--- src/rtl/serializer.sv ---
// ---------------------------------------------------------------------------
// serializer
//   Parallel-to-serial transmitter for the cipher's 1-bit serial link.
//   A word is captured on an accepted start and shifted out MSB first,
//   one bit per iEn strobe, while oLoading is high. A deserializer running
//   on the same iClk/iEn and fed by oData_out/oLoading rebuilds the word.
//
//   Optional feature macro: SERIALIZER_PARITY_EN
//     defined   -> an even-parity bit (XOR of the word) follows the data bits
//     undefined -> exactly DATA_SIZE bits are sent, no parity logic
//
// Ports
//   iClk          clock, rising edge
//   iRst          asynchronous reset, active low
//   iEn           bit strobe; one serial bit is consumed per cycle with iEn=1
//   iStart        send request, honoured only in IDLE
//   iData         parallel word, sampled on the accepted start cycle
//   oData_out     serial bit, valid while oLoading=1
//   oLoading      high while serial bits are being presented
//   oBusy         high from start acceptance until return to IDLE
//   oDone         one-cycle pulse once the last bit has been consumed
//   oBit_counter  bits consumed in the current/last word
// ---------------------------------------------------------------------------
module serializer #(
    parameter int DATA_SIZE = 32
) (
    input  logic                       iClk,
    input  logic                       iRst,
    input  logic                       iEn,
    input  logic                       iStart,
    input  logic [DATA_SIZE-1:0]       iData,
    output logic                       oData_out,
    output logic                       oLoading,
    output logic                       oBusy,
    output logic                       oDone,
    output logic [$clog2(DATA_SIZE):0] oBit_counter
);

    localparam int CW = $clog2(DATA_SIZE) + 1;
`ifdef SERIALIZER_PARITY_EN
    localparam int NBITS = DATA_SIZE + 1;
`else
    localparam int NBITS = DATA_SIZE;
`endif
    localparam logic [CW-1:0] LAST = CW'(NBITS);

    typedef enum logic [1:0] {IDLE, SHIFT, DONE} state_t;

    state_t           state;
    // The bit currently on oData_out sits at the MSB of shreg; the parity
    // bit (when enabled) is appended at the LSB so it simply shifts out last.
    logic [NBITS-1:0] shreg;
    logic [NBITS-1:0] loadWord;
    logic [CW-1:0]    cntNext;

    always_comb begin
        loadWord = '0;
`ifdef SERIALIZER_PARITY_EN
        loadWord = {iData, ^iData};
`else
        loadWord = iData;
`endif
    end

    assign cntNext = oBit_counter + 1'b1;

    always_ff @(posedge iClk or negedge iRst) begin
        if (!iRst) begin
            state        <= IDLE;
            shreg        <= '0;
            oData_out    <= 1'b0;
            oLoading     <= 1'b0;
            oBusy        <= 1'b0;
            oDone        <= 1'b0;
            oBit_counter <= '0;
        end else begin
            case (state)
                IDLE: begin
                    oDone <= 1'b0;
                    if (iStart) begin
                        shreg        <= loadWord;
                        oBit_counter <= '0;
                        oData_out    <= loadWord[NBITS-1];
                        oLoading     <= 1'b1;
                        oBusy        <= 1'b1;
                        state        <= SHIFT;
                    end
                end
                SHIFT: begin
                    // iEn=0 holds everything, so the bit stays stable.
                    if (iEn) begin
                        oBit_counter <= cntNext;
                        if (cntNext == LAST) begin
                            shreg     <= '0;
                            oData_out <= 1'b0;
                            oLoading  <= 1'b0;
                            oDone     <= 1'b1;
                            state     <= DONE;
                        end else begin
                            shreg     <= shreg << 1;
                            oData_out <= shreg[NBITS-2];
                        end
                    end
                end
                DONE: begin
                    // A start seen here is dropped; the next accept is in IDLE.
                    oDone <= 1'b0;
                    oBusy <= 1'b0;
                    state <= IDLE;
                end
                default: state <= IDLE;
            endcase
        end
    end

endmodule
--- config.mk ---
export PLATFORM = sky130hd
export DESIGN_NAME = serializer
export DESIGN_NICKNAME = d
export VERILOG_FILES = /design/src/rtl/serializer.sv
export SDC_FILE = /design/constraint.sdc
export NUM_CORES = 1
export LEC_CHECK = 0
export ABC_AREA = 1
export BUFFER_PORTS_ARGS = -buffer_cell sky130_fd_sc_hd__buf_2
export CORE_ASPECT_RATIO = 0.5
export CORE_UTILIZATION = 50
export DETAILED_ROUTE_END_ITERATION = 12
export PLACE_DENSITY = 0.86
export SLEW_MARGIN = 25
export SYNTH_ARGS = -nofsm -noshare
export SYNTH_HDL_FRONTEND = slang
export SYNTH_SLANG_ARGS = --single-unit
--- constraint.sdc ---
create_clock -name iClk -period 1.5 [get_ports iClk]
set_input_delay 0.3 -clock iClk [delete_from_list [all_inputs] [get_ports iClk]]
set_output_delay 0.3 -clock iClk [all_outputs]
set_load 0.01 [all_outputs]
==> impl_metrics.ini <==
[hold_path]
holdCritPathClass = input pin to register

[finish]
antenna_cells = 0
nets = 400
final_area_um2 = 3240
area_delta_synth_final_pct = 29.7
final_core_util_pct = 70.5
drive_gt1_share_pct = 44.0

[outcome]
outcome = finished, violations left
failed_checks = negative setup slack

[setup_path]
worst-endpoint-required_ns = 1.68
critPathLaunchType = register
cp.arrival_ns = 1.80
ff2ff_setup_slack_ns = -0.11
crit_fanout = 6
crit_type = register to register
end_kind = register

[sta]
fin_skew_ns = 0.00948
final.setup.tns_ns = -2.53
hold_viol = 0
holdWs_ns = 0.228
relSlewSlack_pct = 80.9
setup_viol = 34
fin_crit_sh_pct = 108
rsz0062_at_grt = true
worst_slack_ns = -0.114
tightest_slew_ns = 0.286
fmax_ghz = 0.620
period_minus_slack_ns = 1.61
slew_viol_final = 0

[synthesis]
synth_area_per_cell_um2 = 8.21
yosysTopAreaCell = dfrtp_1
syn_inst = 304
synth_top_area_share_pct = 43.1
yosysWarnings = 0
netlist_area_um2 = 2500
synth.area.top_cells = dfrtp_1 (43%), nand2_1 (12%), nand3_2 (12%)
ys_types = 24
yosysSeqAreaShare_pct = 43.1
ys_ff_latch = 43
synth_nets = 341

[power_and_ir_drop]
peakVddDrop_mv = 0.548
p_per_area_nw_per_um2 = 1560
p_leak_nw = 1.78

[routing]
drtIter0Drc = 115
wire_per_inst_um = 15.6
wl_mm = 6.72
via_count = 2302
drc = 0
dr.pass1.iters = 4
drtAntennaViolNets = 0
vias_per_cell = 5.35

[placed_design]
io_buffers = 45
gp_congestion = 0.754
place_area_um2 = 2840
hpwl_mm = 3.38

[floorplanning]
start_util_pct = 54.3
core_area_um2 = 4590
die_w_um = 102
ios = 46
fp-row-count = 17
die_area_um2 = 5300
die_h_um = 52.0

[global_routing]
grt_pass1_vias = 2010
grt_pass1_wl_mm = 9.35
grt-ovfl-total = 0
grt_max_degree = 37
antenna_found_initial = 0
grt_util_all_layers_pct = 23.3

[clocking]
cts_root_buf = clkbuf_8
path_clk_slew_ns = 0.09
cts_max_level = 2
cts_made_buffers = 5
clock_latency_ns = 0.30
cts.sinks = 43
tritoncts = done
cts_buffer_depth = 2

[job]
drv_cap = 0
synthesized netlist by cell type (all sizes together):
| cell type | instances |
|---|---|
| nand2 | 89 |
| dfrtp | 43 |
| inv | 40 |
| nand3 | 37 |
| nor2 | 34 |
| a21oi | 33 |
| buf | 16 |
| o21ai | 7 |
| nand4 | 2 |
| clkinv | 1 |
| ha | 1 |
| o211ai | 1 |
cell families (layout without fill, tap and decap cells):
| logic type | count (synthesis) | after routing | share of synthesized area (%) |
|---|---|---|---|
| adder cells (fa/ha/maj) | 1 | 1 | 0.501 |
| flip-flops | 43 | 43 | 43.1 |
| AND/OR/NAND/NOR | 162 | 163 | 34.3 |
| buffers and inverters | 57 | 116 | 10.9 |
| AO/OA/AOI/OAI | 41 | 41 | 11.2 |
path summary, 6_finish.rpt:
path,start,endpoint,cells past startpoint
max,oBit_counter[0],shreg[14],8
min,iEn,state[0],2
max reg2reg,oBit_counter[0],shreg[14],8
min reg2reg,oDone,oDone,2
max in group asynchronous,iRst,oBit_counter[2],3
min in group asynchronous,iRst,shreg[22],2
report_power, final:
group	switching [mW]	internal, mW
clock	0.408	0.421
combinational	1.22	0.986
sequential	0.406	1.60
flip-flops by register name, summed over array words and instances, names as in the netlist:
name / count
oBusy: 1
oLoading: 1
oData_out: 1
shreg: 31
state: 2
oDone: 1
oBit_counter: 6
cell type report:
class | count | area, µm²
Multi-Input combinational cell | 205 | 1290
Timing Repair Buffer | 67 | 527
Sequential cell | 43 | 1080
Tap cell | 66 | 82.6
Inverter | 41 | 156
Fill cell | 325 | 1360
Clock buffer | 8 | 100
layout by cell type, fill, tap and decap left out:
cell            n
buf_6           3
nor2_2          1
nand2_8         1
nand2_1        80
o21ai_1         1
nor2_1         31
buf_2          45
nand3_4         3
o21ai_2         2
a21oi_1         3
dfrtp_1        41
inv_1          37
nor2_4          1
nand4_1         2
inv_4           1
nand3_1         2
clkbuf_16       3
a21oi_2        30
nand2_4         3
dlygate4sd3_1   1
inv_2           3
o211ai_1        1
buf_16          1
buf_4          10
buf_12          4
ha_4            1
clkbuf_1        1
nand3_2        32
nand2_2         6
nor2_8          1
clkbuf_8        7
o21ai_0         4
dfrtp_2         2
timing repair:
item                                    in CTS  in global routing
buffers inserted                             3                  1
endpoints found under the setup margin      31                 37
hold buffers                                 1                  0
pin swaps                                    6                  4
resized for setup                           11                 24
gates cloned                                 1                  5
endpoints found under the hold margin        8                  0
critical path, cell delays in order, from the launching register on:
cell and delay (ns):
dfrtp_2 0.44, ha_4 0.18, nand4_1 0.14, nand3_2 0.12
nor2_4 0.17, nand2_8 0.13, clkbuf_16 0.19, nand3_2 0.06
a21oi_2 0.06
stage by stage:
step | power, mW | instances | setup slack (ns)
after global routing | 5.33 | 430 | -0.147
after global placement | 3.58 | 411 | 0.0113
after CTS | 4.68 | 424 | -0.0448
final | 5.04 | 430 | -0.114
after detailed placement | 3.69 | 411 | -0.0597
after floorplan | 3.21 | 304 | -0.0180
layer usage:
layer	routed length, µm	vias up	track usage [%]	share of wire [%]
met5	0	-	0	0
met4	258	0	9.05	3.8
met3	391	30	4.70	5.8
met2	3280	98	39.0	49
met1	2790	1102	30.2	42
li1	-	1072	-	-
No activity file was read; power rests on OpenSTA's default activity.
